`config.mk`:
```
export PLATFORM = sky130hd
export DESIGN_NAME = traffic_phase_scheduler
export DESIGN_NICKNAME = d
export VERILOG_FILES = /design/src/rtl/traffic_pkg.sv /design/src/rtl/tl_phase_timer.sv /design/src/rtl/traffic_phase_scheduler.sv
export SDC_FILE = /design/constraint.sdc
export NUM_CORES = 1
export LEC_CHECK = 0
export CAP_MARGIN = 20
export CORE_ASPECT_RATIO = 0.7
export CORE_MARGIN = 3
export CORE_UTILIZATION = 50
export CTS_CLUSTER_DIAMETER = 150
export CTS_CLUSTER_SIZE = 30
export DETAILED_ROUTE_END_ITERATION = 6
export HOLD_SLACK_MARGIN = 0.15
export PLACE_DENSITY_LB_ADDON = 0.15
export SETUP_SLACK_MARGIN = 0.1
export SYNTH_ARGS = -nofsm -noshare
export SYNTH_HDL_FRONTEND = slang
export SYNTH_SLANG_ARGS = --single-unit
```
`constraint.sdc`:
```
create_clock -name clk -period 3.9 [get_ports clk]
set_input_delay 0.78 -clock clk [delete_from_list [all_inputs] [get_ports clk]]
set_output_delay 0.78 -clock clk [all_outputs]
set_load 0.01 [all_outputs]
```
`src/rtl/traffic_pkg.sv`:
```
// Shared encodings for the junction phase scheduler: light codes, FSM states,
// approach indices and the round-robin approach picker.
package traffic_pkg;

    localparam logic [2:0] LT_RED = 3'b100;
    localparam logic [2:0] LT_YEL = 3'b010;
    localparam logic [2:0] LT_GRN = 3'b001;

    typedef enum logic [1:0] {
        ALL_RED = 2'd0,
        GREEN   = 2'd1,
        YELLOW  = 2'd2,
        PED     = 2'd3
    } state_e;

    localparam logic [1:0] AP_M1 = 2'd0;
    localparam logic [1:0] AP_M2 = 2'd1;
    localparam logic [1:0] AP_MT = 2'd2;
    localparam logic [1:0] AP_S  = 2'd3;

    // First requesting approach after cur (wrapping); M1 is the rest phase when idle.
    function automatic logic [1:0] rr_pick(input logic [1:0] cur, input logic [3:0] req);
        logic [1:0] idx;
        logic [1:0] win;
        logic       found;
        win   = AP_M1;
        found = 1'b0;
        for (int i = 1; i <= 4; i++) begin
            idx = cur + 2'(i);
            if (!found && req[idx]) begin
                win   = idx;
                found = 1'b1;
            end
        end
        return win;
    endfunction

endpackage

```
`src/rtl/tl_phase_timer.sv`:
```
// Loadable phase down-counter. Moves only on tick; expire flags the tick on
// which a state loaded with N has lasted exactly N ticks.
module tl_phase_timer #(
    parameter int TW      = 8,
    parameter int RST_VAL = 1
) (
    input  logic          clk,
    input  logic          rst,
    input  logic          tick,
    input  logic          load,
    input  logic [TW-1:0] load_val,
    output logic          expire
);

    logic [TW-1:0] timer_q, timer_d;

    always_comb begin
        timer_d = timer_q;
        if (load) begin
            timer_d = load_val;
        end else if (tick) begin
            timer_d = timer_q - TW'(1);
        end
    end

    always_ff @(posedge clk) begin
        if (rst) begin
            timer_q <= TW'(RST_VAL);
        end else begin
            timer_q <= timer_d;
        end
    end

    assign expire = tick && (timer_q == TW'(1));

endmodule

```
`src/rtl/traffic_phase_scheduler.sv`:
```
// Four-approach junction phase scheduler: round-robin service, queue-scaled green,
// yellow then all-red clearance. Define TRAFFIC_PED_EN to add the pedestrian phase.
//
// state   | meaning
// ALL_RED | clearance; on expiry pick the next approach (or PED)
// GREEN   | approach cur shows green; holds with MIN_GREEN reloads if nobody else waits
// YELLOW  | approach cur shows yellow; expiry pulses phase_done
// PED     | all heads red, pedestrian walk lit (TRAFFIC_PED_EN only)
module traffic_phase_scheduler
    import traffic_pkg::*;
#(
    parameter int MIN_GREEN   = 4,
    parameter int MAX_GREEN   = 12,
    parameter int EXT_PER_VEH = 1,
    parameter int YELLOW_T    = 2,
    parameter int ALL_RED_T   = 1,
    parameter int TW          = 8
`ifdef TRAFFIC_PED_EN
    ,
    parameter int PED_T       = 3
`endif
) (
    input  logic       clk,
    input  logic       rst,
    input  logic       tick,
    input  logic [4:0] veh_M1,
    input  logic [4:0] veh_M2,
    input  logic [4:0] veh_MT,
    input  logic [4:0] veh_S,
    output logic [2:0] light_M1,
    output logic [2:0] light_M2,
    output logic [2:0] light_MT,
    output logic [2:0] light_S,
    output logic [1:0] phase_id,
    output logic       phase_done
`ifdef TRAFFIC_PED_EN
    ,
    input  logic       ped_req,
    output logic       ped_walk
`endif
);

    localparam int PW      = 5 + $clog2(EXT_PER_VEH + 1);
    localparam int EXT_MAX = MAX_GREEN - MIN_GREEN;

    state_e           state_q, state_d;
    logic [1:0]       cur_q, cur_d;
    logic [1:0]       phase_id_q, phase_id_d;
    logic             phase_done_q, phase_done_d;
    logic [3:0][2:0]  lights_q, lights_d;

    logic [3:0][4:0]  veh;
    logic [3:0]       req;
    logic [1:0]       winner;
    logic [PW-1:0]    prod;
    logic [TW-1:0]    green_len;
    logic             other_demand;

    logic             tmr_load;
    logic [TW-1:0]    tmr_val;
    logic             expire;

`ifdef TRAFFIC_PED_EN
    logic             ped_lat_q, ped_lat_d;
    logic             ped_walk_q, ped_walk_d;
    logic             enter_ped;
`endif

    tl_phase_timer #(
        .TW      (TW),
        .RST_VAL (ALL_RED_T)
    ) u_timer (
        .clk      (clk),
        .rst      (rst),
        .tick     (tick),
        .load     (tmr_load),
        .load_val (tmr_val),
        .expire   (expire)
    );

    assign veh = {veh_S, veh_MT, veh_M2, veh_M1};

    always_comb begin
        req = '0;
        for (int i = 0; i < 4; i++) begin
            req[i] = (veh[i] != 5'd0);
        end
    end

    assign winner       = rr_pick(cur_q, req);
    assign other_demand = |(req & ~(4'b0001 << cur_q));
    assign prod         = PW'(veh[winner]) * PW'(EXT_PER_VEH);

    // Clamp at full product width so large queues cannot wrap below the limit.
    always_comb begin
        if (int'(prod) > EXT_MAX) begin
            green_len = TW'(MAX_GREEN);
        end else begin
            green_len = TW'(MIN_GREEN + int'(prod));
        end
    end

    // State register and registered outputs
    always_ff @(posedge clk) begin
        if (rst) begin
            state_q      <= ALL_RED;
            cur_q        <= AP_S;
            phase_id_q   <= AP_M1;
            phase_done_q <= 1'b0;
            lights_q     <= {4{LT_RED}};
        end else begin
            state_q      <= state_d;
            cur_q        <= cur_d;
            phase_id_q   <= phase_id_d;
            phase_done_q <= phase_done_d;
            lights_q     <= lights_d;
        end
    end

    // Next-state and timer-load logic
    always_comb begin
        state_d    = state_q;
        cur_d      = cur_q;
        phase_id_d = phase_id_q;
        tmr_load   = 1'b0;
        tmr_val    = '0;
        case (state_q)
            ALL_RED: begin
                if (expire) begin
                    tmr_load = 1'b1;
`ifdef TRAFFIC_PED_EN
                    if (ped_lat_q) begin
                        state_d = PED;
                        tmr_val = TW'(PED_T);
                    end else
`endif
                    begin
                        state_d    = GREEN;
                        cur_d      = winner;
                        phase_id_d = winner;
                        tmr_val    = green_len;
                    end
                end
            end
            GREEN: begin
                if (expire) begin
                    tmr_load = 1'b1;
                    if (other_demand) begin
                        state_d = YELLOW;
                        tmr_val = TW'(YELLOW_T);
                    end else begin
                        tmr_val = TW'(MIN_GREEN);
                    end
                end
            end
            YELLOW: begin
                if (expire) begin
                    state_d  = ALL_RED;
                    tmr_load = 1'b1;
                    tmr_val  = TW'(ALL_RED_T);
                end
            end
            default: begin
                if (expire) begin
                    state_d  = ALL_RED;
                    tmr_load = 1'b1;
                    tmr_val  = TW'(ALL_RED_T);
                end
            end
        endcase
    end

    // Output decode from the next state so outputs line up with the registered state
    always_comb begin
        lights_d = {4{LT_RED}};
        if (state_d == GREEN) begin
            lights_d[cur_d] = LT_GRN;
        end else if (state_d == YELLOW) begin
            lights_d[cur_d] = LT_YEL;
        end
        phase_done_d = (state_q == YELLOW) && (state_d == ALL_RED);
    end

`ifdef TRAFFIC_PED_EN
    assign enter_ped  = (state_q == ALL_RED) && expire && ped_lat_q;
    // A request in the entry cycle itself is kept for the next clearance.
    assign ped_lat_d  = ped_req || (ped_lat_q && !enter_ped);
    assign ped_walk_d = (state_d == PED);

    always_ff @(posedge clk) begin
        if (rst) begin
            ped_lat_q  <= 1'b0;
            ped_walk_q <= 1'b0;
        end else begin
            ped_lat_q  <= ped_lat_d;
            ped_walk_q <= ped_walk_d;
        end
    end

    assign ped_walk = ped_walk_q;
`endif

    assign light_M1   = lights_q[AP_M1];
    assign light_M2   = lights_q[AP_M2];
    assign light_MT   = lights_q[AP_MT];
    assign light_S    = lights_q[AP_S];
    assign phase_id   = phase_id_q;
    assign phase_done = phase_done_q;

endmodule

```
==> summary.md <==
| Metric | Value |
|---|---|
| Status | `finished, final reports clean` |
| PD cells | `between 400 and 500 nW/µm²` |
| Final cell count without fillers | `slightly below 300` |
| Worst slew pin tran | `a little over 0.6 ns` |
| Final worst path period need | `about 3.6 ns` |
| Max Freq | `276 MHz` |
| GP Congestion | `around 0.85` |
| Vias in the first global route | `between 1,500 and 2,000` |
| Final setup violation count | `0` |
| Routed vias | `around 1,700` |
| Worst hold slack | `about 0.52 ns` |
| Full die area | `around 4000 µm²` |
| Initial antenna violation count | `0` |
| Post-Synthesis Cells | `roughly 200` |
| RSZ-0062 raised after global routing | `false` |
| Worst setup margin | `0.274 ns` |
| Top post-synthesis cells by area | `dfxtp_1 (33%), ha_1 (6.1%), nor3_1 (4.6%)` |
| Max-slew violations | `0` |
| # IOs | `38` |
| Syn_nets | `226` |
| Warning count from the yosys run | `0` |
| Worst-skew pair later-pin latency | `between 0.2 and 0.3 ns` |
| Rel. slew slack | `0.585` |
| Grt total ovfl | `0` |
| Area share of the largest cell type after synthesis | `0.328` |
| Post-Synth Adder-Cell Area | `0.0608` |
| Static Leak | `just over 1 nW` |
| Remaining antenna violation count | `0` |
| Syn_area_per_cell | `8.44 µm²` |
| Post-synthesis register bit count | `27` |
| CP Cell Sequence | `clkdlybuf4s50_1 -> nor2_1 -> and2_1 -> mux2_2 -> nor3_2 -> nor3_2 -> buf_4 -> mux2_2 -> a22o_1 -> inv_1 -> ha_2 -> inv_2 -> a21oi_2 -> nand3_2 -> o311ai_4 -> and3_1 -> o22ai_1` |
| Chip height | `between 50 and 60 µm` |
| NumNets Final | `~290` |
| Total Routing Usage GR | `0.240` |
| Dpl hpwl | `about 3500 µm` |
| Largest family of logic cells by synthesized area | `simple AND/OR/NAND/NOR gates` |
| Final TNS setup | `0 ns` |
| Skew final | `~0.010 ns` |
| Total of max-cap violations | `0` |
| Via/cell ratio | `~5.8` |
| First-pass GRT wire length | `approximately 7400 µm` |
| Crit start category | `input pin` |
| Hold Crit Class | `reg -> reg` |
| CP Capture Type | `flop` |
| Starting DRC count in detailed routing | `94` |
| Hold_buf cts | `0` |
| Post-synthesis compound-gate area fraction | `0.204` |
| Slowest-stage cell, CP | `clkdlybuf4s50_1` |
| Most common cell in the netlist | `dfxtp_1` |
| Post-synthesis instance area | `approximately 1600 µm²` |
| Count of cell types in the netlist | `51` |
| CTS Root Cell | `clkbuf_8` |
| Sequential element share of the synthesized area | `0.328` |
| Clock Path Buffers | `2` |
| P&R area growth vs syn | `44.4%` |
| CTS clk-pin slew, worst paths | `0.09 ns` |
| Mux share of post-synthesis cell area | `0.0745` |
| Post-Synth Simple-Gate Area | `0.267` |
| Diodes inserted | `0` |
| Crit path DAT | `3.76 ns` |
| H-tree Lvls | `1` |
| Ys async rst share | `0` |
| Post-synth top cells | `dfxtp_1 (27), nand2_1 (19), nor2_1 (18)` |
| Critical path type | `in -> reg` |
| Power Total | `around 1.1 mW` |
| Row cnt | `16` |
| TritonCTS clock tree | `yes` |
| Placed Cells | `283` |
| Slowest stage delay, CP | `0.44 ns` |
| Port bufs | `37` |
| Period utilization | `0.930` |
| Routed WL | `between 4000 and 5000 µm` |
| Worst EP required | `4.03 ns` |
| CTS Sinks | `27` |
| Worst slack at placement | `-0.294 ns` |
| Post-synthesis xor/xnor area fraction | `0.0213` |
| DRC viols | `0` |
| Initial Util | `0.556` |
| Core box area | `2960 µm²` |
| Synth area leader | `dfxtp_1` |
| Final Hold Fails | `0` |
| Pin count of the biggest net entering global routing | `19` |
| Cts bufs inserted | `3` |
| First-pass DRT Iterations | `5` |
| Post-synth EDFFs | `0` |
| Drt wl/cell | `roughly 16 µm` |
| Share of cells above drive strength 1 | `0.239` |
| Primary FF master, synth | `dfxtp_1` |
| Crit path max fanout | `5` |
| Worst vdd ir | `around 270 µV` |
| Die W | `74.6 µm` |
-- metal layers --
layer / GRT usage / part of all wire / up-vias
met4: 0.0296 / 0.0054 / 0
li1: - / - / 830
met5: 0 / 0 / -
met2: 0.442 / 0.51 / 44
met1: 0.303 / 0.44 / 819
met3: 0.0410 / 0.043 / 4
-- report_power, final --
group	internal, mW	switching [mW]	leakage, nW	total (mW)
registers	0.309	0.0341	0.220	0.343
clock network	0.0727	0.0945	0.0217	0.167
logic	0.275	0.311	0.780	0.586
total	0.657	0.439	1.02	1.10
-- worst paths after layout --
check	startpoint	end	depth (start not counted)	slack, ns
max reg2reg	cur_q[0]	u_timer.timer_q[2]	16	0.29
max	veh_M2[2]	u_timer.timer_q[2]	17	0.27
min	phase_id[0]	phase_id[0]	2	0.52
min reg2reg	phase_id[0]	phase_id[0]	2	0.52
-- layout make-up --
| class | count | area (µm²) |
|---|---|---|
| repair buffers | 65 | 606 |
| fillers | 205 | 586 |
| flip-flops and latches | 27 | 541 |
| inverters | 8 | 30.0 |
| clock inverters | 1 | 7.51 |
| clock buffers | 3 | 41.3 |
| multi-input cells | 151 | 1110 |
| well taps | 36 | 45.0 |
-- critical path: cells and delay by family --
family | cells | cell delay (ns)
AO/OA/AOI/OAI | 4 | 0.52
adder cells (fa/ha/maj) | 1 | 0.16
buffers and inverters | 4 | 0.70
multiplexers | 2 | 0.53
AND/OR/NAND/NOR | 6 | 1.05
-- sequential cells by signal, summed over array words and instances (netlist names) --
| signal | flops |
|---|---|
| phase_done | 1 |
| state_q | 2 |
| cur_q | 2 |
| light_M1 | 3 |
| light_M2 | 3 |
| light_MT | 3 |
| phase_id | 2 |
| light_S | 3 |
| u_timer.timer_q | 8 |
-- layout by cell type (no fill, tap or decap), types with 3 or more instances in the layout --
master            n
clkdlybuf4s50_1  27
buf_4            28
nor3_2            3
mux2i_1           3
o22ai_1           5
mux2_2            4
nand2b_1          4
dlymetal6s2s_1   10
nor2_1           18
o21ai_0           9
nand2_1          19
a21oi_1           8
clkbuf_8          3
xnor2_1           3
nor3_1           13
inv_1             7
a22oi_1           6
ha_1              6
dfxtp_1          27
-- logic make-up (layout without fill, tap and decap cells) --
kind of cell             after synthesis  count (layout)
flip-flops                            27              27
adder cells (fa/ha/maj)                8               8
buffers and inverters                 17              77
XOR/XNOR                               4               4
multiplexers                          10              10
AO/OA/AOI/OAI                         47              47
AND/OR/NAND/NOR                       82              82
-- timing repair --
action,in CTS,in global routing
buffers inserted,2,2
endpoints found under the setup margin,4,4
resized for setup,6,21
pin swaps,7,11
-- per-stage QoR --
stage | cell area, µm² | utilization
after floorplan | 1650 | -
after global placement | 2200 | 0.742
after detailed placement | 2200 | 0.742
after CTS | 2290 | 0.774
after global routing | 2380 | 0.802
final | 2380 | 0.802
(Power assumes the default switching activity.)
